## src/rtl/cnn_layer_accel_job_ctrl.sv

```systemverilog
// Multi-quad job sequencer: broadcasts one job descriptor to a mask-selected set of quads,
// runs their start/fetch/complete handshakes and funnels fetch requests onto one DMA port.
//
//  state         | meaning
//  S_IDLE        | ready for a host descriptor
//  S_WAIT_ACCEPT | job_start asserted, collecting per-quad accepts
//  S_RUN         | quads working; arbitrate fetches, collect completions
//  S_FETCH_ISSUE | DMA command presented, waiting for fetch_ready
//  S_FETCH_WAIT  | DMA command in flight, waiting for fetch_done
//  S_COMPLETE    | one-cycle completion ack/done
module cnn_layer_accel_job_ctrl #(
  parameter int C_NUM_QUADS   = 4,
  parameter int C_PARAM_WIDTH = 128,
  parameter int C_TIMEOUT     = 4096
) (
  input  logic                     clk_if,
  input  logic                     rst,
  input  logic                     job_in_valid,
  output logic                     job_in_ready,
  input  logic [C_PARAM_WIDTH-1:0] job_in_params,
  input  logic [C_NUM_QUADS-1:0]   job_in_mask,
  output logic [C_NUM_QUADS-1:0]   job_start,
  input  logic [C_NUM_QUADS-1:0]   job_accept,
  output logic [C_PARAM_WIDTH-1:0] job_parameters,
  input  logic [C_NUM_QUADS-1:0]   job_fetch_request,
  output logic [C_NUM_QUADS-1:0]   job_fetch_ack,
  output logic [C_NUM_QUADS-1:0]   job_fetch_complete,
  input  logic [C_NUM_QUADS-1:0]   job_complete,
  output logic [C_NUM_QUADS-1:0]   job_complete_ack,
  output logic                     fetch_valid,
  input  logic                     fetch_ready,
  output logic [((C_NUM_QUADS > 1) ? $clog2(C_NUM_QUADS) : 1)-1:0] fetch_quad_id,
  input  logic                     fetch_done,
  output logic                     job_done,
  output logic                     job_timeout
);

  localparam int QW      = (C_NUM_QUADS > 1) ? $clog2(C_NUM_QUADS) : 1;
  localparam int WD_W    = (C_TIMEOUT > 1) ? $clog2(C_TIMEOUT) : 1;
  localparam int WD_LAST = (C_TIMEOUT > 0) ? C_TIMEOUT - 1 : 0;
  localparam logic [C_NUM_QUADS-1:0] QUAD_LSB = C_NUM_QUADS'(1);

  typedef enum logic [2:0] {
    S_IDLE,
    S_WAIT_ACCEPT,
    S_RUN,
    S_FETCH_ISSUE,
    S_FETCH_WAIT,
    S_COMPLETE
  } state_t;

  state_t state, state_nxt;

  logic [C_NUM_QUADS-1:0] mask_q;
  logic [C_NUM_QUADS-1:0] accepted_q;
  logic [C_NUM_QUADS-1:0] seen_q;
  logic [QW-1:0]          rr_ptr;
  logic [WD_W-1:0]        wd_cnt;
  logic [WD_W-1:0]        wd_nxt;

  logic                   job_take;
  logic [C_NUM_QUADS-1:0] accept_hit;
  logic [C_NUM_QUADS-1:0] seen_nxt;
  logic [C_NUM_QUADS-1:0] fetch_elig;
  logic                   wd_active;
  logic                   wd_hit;
  logic                   grant_found;
  logic [QW-1:0]          grant_idx;
  logic [QW-1:0]          grant_probe;
  logic [C_NUM_QUADS-1:0] grant_oh;
  logic [C_NUM_QUADS-1:0] active_oh;

  logic                   ready_nxt;
  logic [C_NUM_QUADS-1:0] start_nxt;
  logic [C_NUM_QUADS-1:0] fetch_ack_nxt;
  logic                   fetch_valid_nxt;
  logic [QW-1:0]          quad_id_nxt;
  logic [C_NUM_QUADS-1:0] fetch_cmpl_nxt;
  logic [C_NUM_QUADS-1:0] cmpl_ack_nxt;
  logic                   done_nxt;
  logic                   timeout_nxt;

  assign job_take   = job_in_valid & job_in_ready;
  assign accept_hit = job_accept & mask_q;
  assign seen_nxt   = seen_q | (job_complete & mask_q);
  // Quads already seen complete cannot win a fetch slot.
  assign fetch_elig = job_fetch_request & mask_q & ~seen_q;
  assign wd_active  = (state == S_WAIT_ACCEPT) || (state == S_FETCH_WAIT);
  assign wd_hit     = (C_TIMEOUT != 0) && wd_active && (wd_cnt == WD_W'(WD_LAST));
  assign grant_oh   = QUAD_LSB << grant_idx;
  assign active_oh  = QUAD_LSB << rr_ptr;

  // Round-robin search begins one past the last granted quad.
  always_comb begin
    grant_found = 1'b0;
    grant_idx   = '0;
    grant_probe = '0;
    for (int i = 1; i <= C_NUM_QUADS; i++) begin
      grant_probe = QW'((int'(rr_ptr) + i) % C_NUM_QUADS);
      if (!grant_found && fetch_elig[grant_probe]) begin
        grant_found = 1'b1;
        grant_idx   = grant_probe;
      end
    end
  end

  always_ff @(posedge clk_if or posedge rst) begin
    if (rst) begin
      state <= S_IDLE;
    end else begin
      state <= state_nxt;
    end
  end

  always_comb begin
    state_nxt = state;
    case (state)
      S_IDLE: begin
        if (job_take && (job_in_mask != '0)) state_nxt = S_WAIT_ACCEPT;
      end
      S_WAIT_ACCEPT: begin
        if ((accepted_q | accept_hit) == mask_q) state_nxt = S_RUN;
        else if (wd_hit)                         state_nxt = S_IDLE;
      end
      S_RUN: begin
        if (grant_found)              state_nxt = S_FETCH_ISSUE;
        else if (seen_nxt == mask_q)  state_nxt = S_COMPLETE;
      end
      S_FETCH_ISSUE: begin
        if (fetch_ready) state_nxt = S_FETCH_WAIT;
      end
      S_FETCH_WAIT: begin
        if (fetch_done)  state_nxt = S_RUN;
        else if (wd_hit) state_nxt = S_IDLE;
      end
      S_COMPLETE: state_nxt = S_IDLE;
      default:    state_nxt = S_IDLE;
    endcase
  end

  always_comb begin
    if (state_nxt != state) wd_nxt = '0;
    else if (wd_active)     wd_nxt = wd_cnt + 1'b1;
    else                    wd_nxt = '0;
  end

  always_ff @(posedge clk_if or posedge rst) begin
    if (rst) begin
      mask_q         <= '0;
      job_parameters <= '0;
      accepted_q     <= '0;
      seen_q         <= '0;
      rr_ptr         <= '0;
      wd_cnt         <= '0;
    end else begin
      if (job_take) begin
        job_parameters <= job_in_params;
        mask_q         <= job_in_mask;
        accepted_q     <= '0;
        seen_q         <= '0;
      end
      if (state == S_WAIT_ACCEPT) accepted_q <= accepted_q | accept_hit;
      if (state == S_RUN) begin
        seen_q <= seen_nxt;
        if (grant_found) rr_ptr <= grant_idx;
      end
      wd_cnt <= wd_nxt;
    end
  end

  // Outputs are computed from the transition being taken and registered,
  // so each strobe appears in the first cycle of the state it belongs to.
  always_comb begin
    ready_nxt = (state_nxt == S_IDLE);
    start_nxt = '0;
    if (state == S_IDLE && state_nxt == S_WAIT_ACCEPT) begin
      start_nxt = job_in_mask;
    end else if (state == S_WAIT_ACCEPT && state_nxt == S_WAIT_ACCEPT) begin
      start_nxt = job_start & ~accept_hit;
    end
    fetch_ack_nxt   = (state == S_RUN && grant_found) ? grant_oh : '0;
    fetch_valid_nxt = (state_nxt == S_FETCH_ISSUE);
    quad_id_nxt     = (state == S_RUN && grant_found) ? grant_idx : fetch_quad_id;
    fetch_cmpl_nxt  = (state == S_FETCH_WAIT && fetch_done) ? active_oh : '0;
    cmpl_ack_nxt    = (state == S_RUN && state_nxt == S_COMPLETE) ? mask_q : '0;
    done_nxt        = (state == S_RUN && state_nxt == S_COMPLETE) ||
                      (job_take && (job_in_mask == '0));
    timeout_nxt     = wd_active && (state_nxt == S_IDLE);
  end

  always_ff @(posedge clk_if or posedge rst) begin
    if (rst) begin
      job_in_ready       <= 1'b1;
      job_start          <= '0;
      job_fetch_ack      <= '0;
      fetch_valid        <= 1'b0;
      fetch_quad_id      <= '0;
      job_fetch_complete <= '0;
      job_complete_ack   <= '0;
      job_done           <= 1'b0;
      job_timeout        <= 1'b0;
    end else begin
      job_in_ready       <= ready_nxt;
      job_start          <= start_nxt;
      job_fetch_ack      <= fetch_ack_nxt;
      fetch_valid        <= fetch_valid_nxt;
      fetch_quad_id      <= quad_id_nxt;
      job_fetch_complete <= fetch_cmpl_nxt;
      job_complete_ack   <= cmpl_ack_nxt;
      job_done           <= done_nxt;
      job_timeout        <= timeout_nxt;
    end
  end

endmodule

```

## config.mk

```make
export PLATFORM = sky130hd
export DESIGN_NAME = cnn_layer_accel_job_ctrl
export DESIGN_NICKNAME = d
export VERILOG_FILES = /design/src/rtl/cnn_layer_accel_job_ctrl.sv
export SDC_FILE = /design/constraint.sdc
export NUM_CORES = 1
export LEC_CHECK = 0
export BUFFER_PORTS_ARGS = -buffer_cell sky130_fd_sc_hd__buf_4
export CAP_MARGIN = 10
export CORE_ASPECT_RATIO = 1.2
export CORE_MARGIN = 5
export CORE_UTILIZATION = 52
export CTS_CLUSTER_DIAMETER = 120
export DETAILED_ROUTE_END_ITERATION = 12
export PLACE_DENSITY_LB_ADDON = 0.05
export SLEW_MARGIN = 20
export SYNTH_ARGS = -nofsm -noshare
export SYNTH_HDL_FRONTEND = slang
export SYNTH_SLANG_ARGS = --single-unit
```

## constraint.sdc

```tcl
create_clock -name clk_if -period 10.2 [get_ports clk_if]
set_clock_uncertainty 0.05 [all_clocks]
set_input_delay 3.06 -clock clk_if [delete_from_list [all_inputs] [get_ports clk_if]]
set_output_delay 3.06 -clock clk_if [all_outputs]
set_load 0.1 [all_outputs]
```

==> results.json <==
{
  "status": "completed",
  "layout.nets": 958,
  "min_period_ps": 4851,
  "ys_ff_latch": 177,
  "clockBufferDepth": 2,
  "finalWorstSetupSlack_ps": 5349,
  "core_sq_um": 13760,
  "setup_viol": 0,
  "ant_nets": 0,
  "worst_pin_slew_ps": 979.3,
  "drive_above_1_share_pct": 60.05,
  "cts.htree.levels": 4,
  "grt_pass1_vias": 5575,
  "grt_max_degree": 91,
  "wl_per_cell_um": 19.26,
  "synth_edf_count": 0,
  "die_w_um": 117.9,
  "portBuffers": 298,
  "final_cell_mix": "299 x buf_4, 176 x dfrtp_1, 133 x mux2_2",
  "fin_crit_sh_pct": 47.56,
  "cp-start-kind": "input port",
  "num_antenna_cells": 0,
  "synth_warnings": 0,
  "min_path_type": "flop to flop",
  "max_freq_mhz": 206.1,
  "r2r_start": "job_in_ready",
  "drt_wl_total_um": 19010,
  "cts_hold_buffers": 0,
  "holdPathEnd": "wd_cnt[0]",
  "path_cells": "buf_4, nand2_4, buf_4, mux2_2",
  "crit_fanout": 77,
  "io_pins": 299,
  "die_h_um": 139.5,
  "vias_per_cell": 5.312,
  "cts_resized": 0,
  "path_common_cell": "buf_4",
  "antenna_found_initial": 0,
  "rsz0062_at_grt": "no",
  "crit_required_ps": 10460,
  "path_class": "input port to flop",
  "reg2reg_depth": 3,
  "netlist_instances": 503,
  "dp_hpwl_um": 14520,
  "final_max_slew_viol_count": 0,
  "grtUsageTotal_pct": 23.36,
  "cts_root_buf": "clkbuf_16",
  "numCtsBuffers": 17,
  "dr.pass1.iters": 6,
  "area_growth_pct": 42.00,
  "postCtsSetupBuffers": 0,
  "place_ws_ps": 4901,
  "max_stage_delay_ps": 870,
  "start_util_pct": 52.82,
  "rrSetupSlack_ps": 7710,
  "vias": 5243,
  "max_cap_violations": 0,
  "syn-cell-area_sq_um": 7268,
  "rows": 47,
  "clock-sinks": 177,
  "end_kind": "flop",
  "netlist-cell-type-count": 64,
  "syn_avg_cell_area_sq_um": 14.45,
  "synth_top_area_share_pct": 60.60,
  "layout_commonest_cell": "buf_4",
  "globalplace.congestion": 0.8291,
  "drt_iter0_markers": 287,
  "maxSlewHeadroom_pct": 34.72,
  "synth_flop_cell": "dfrtp_1",
  "timing.rr.end": "job_parameters[29]",
  "yosysTopAreaCell": "dfrtp_1",
  "setup_tns_ps": 0,
  "async_flop_share_pct": 100.0,
  "die_area_sq_um": 16450,
  "grt_pass1_wl_um": 30610,
  "clk-insertion-delay-late_ps": 420,
  "finalHoldViolations": 0,
  "synthTopCellsByArea": "dfrtp_1 61%, mux2_2 21%, nor2_1 1.3%",
  "yosysSeqAreaShare_pct": 60.96,
  "drc": 0,
  "min_from": "wd_cnt[0]",
  "min_path_cells": 1,
  "syn_nets": 657,
  "overflow": 0,
  "slowest_stage": "buf_4",
  "cts_tree": "built",
  "path_clk_slew_ps": 60,
  "cp.arrival_ps": 5110
}
## final cells by class
cell class | instances | area (sq um)
repair buffers | 300 | 2256
clock inverters | 8 | 146.4
fillers | 935 | 3440
clock buffers | 23 | 508.0
flip-flops and latches | 177 | 4431
well taps | 171 | 214.0
inverters | 7 | 31.28
multi-input cells | 301 | 2735
## per-stage QoR
stage	utilization, %	hold WS [ps]	area (sq um)	cells
2_1_floorplan	-	394.8	7268	503
3_3_place_gp	70.22	412.4	9663	956
3_5_place_dp	70.22	426.8	9663	956
4_1_cts	74.98	435.4	10320	987
5_1_grt	75.00	463.1	10320	987
6_report	75.00	436.2	10320	987
## state kept, by name, summed over array words and instances, names as in the netlist
register and flops:
accepted_q 4, fetch_valid 1, job_complete_ack 4, job_done 1
job_fetch_ack 4, job_fetch_complete 4, job_in_ready 1, job_parameters 128
job_start 4, job_timeout 1, mask_q 4, rr_ptr 2
seen_q 4, state 3, wd_cnt 12
## per-layer routing
| layer | global-route usage [%] | part of all wire, % | vias up |
|---|---|---|---|
| met4 | 8.998 | 2.9 | 0 |
| li1 | - | - | 2390 |
| met2 | 39.27 | 51 | 232 |
| met1 | 27.60 | 38 | 2583 |
| met3 | 8.198 | 8.5 | 38 |
| met5 | 0 | 0 | - |
## kinds of logic after synthesis
logic type | count (synthesis) | synth area share [%]
adder cells (fa/ha/maj) | 5 | 0.8607
XOR/XNOR | 11 | 1.325
flip-flops | 177 | 60.96
AO/OA/AOI/OAI | 38 | 5.078
buffers and inverters | 25 | 1.515
AND/OR/NAND/NOR | 111 | 9.193
multiplexers | 136 | 21.07
## worst max-delay path, delay by kind of cell
kind,cells,cell delay (ps)
buffers and inverters,2,1000
multiplexers,1,420
AND/OR/NAND/NOR,1,540
## worst max-delay path by stage
stage                                to          from  slack, ps
floorplan                 accepted_q[0]           rst       2290
global placement     job_parameters[75]  job_in_valid       4970
detailed placement   job_parameters[52]  job_in_valid       4900
CTS                 job_parameters[127]  job_in_valid       5360
global route         job_parameters[48]  job_in_valid       5240
finish               job_parameters[29]  job_in_valid       5350
## Yosys cell counts, drive strengths merged, types with 3 or more instances
| cell | n |
|---|---|
| dfrtp | 176 |
| mux2 | 133 |
| nor2 | 26 |
| nand2 | 23 |
| buf | 15 |
| nor2b | 12 |
| and2 | 9 |
| a32o | 8 |
| inv | 7 |
| nor3b | 7 |
| nand4 | 6 |
| xnor2 | 6 |
| ha | 5 |
| nand3 | 5 |
| nor3 | 5 |
| xor2 | 5 |
| nand3b | 4 |
| nor4 | 4 |
| o21ai | 4 |
| a21oi | 3 |
| clkbuf | 3 |
| mux2i | 3 |
| o22ai | 3 |
| o2bb2ai | 3 |
Power is not shown: default switching activity piles up to over one toggle a cycle in this logic, so the estimate is an artifact.
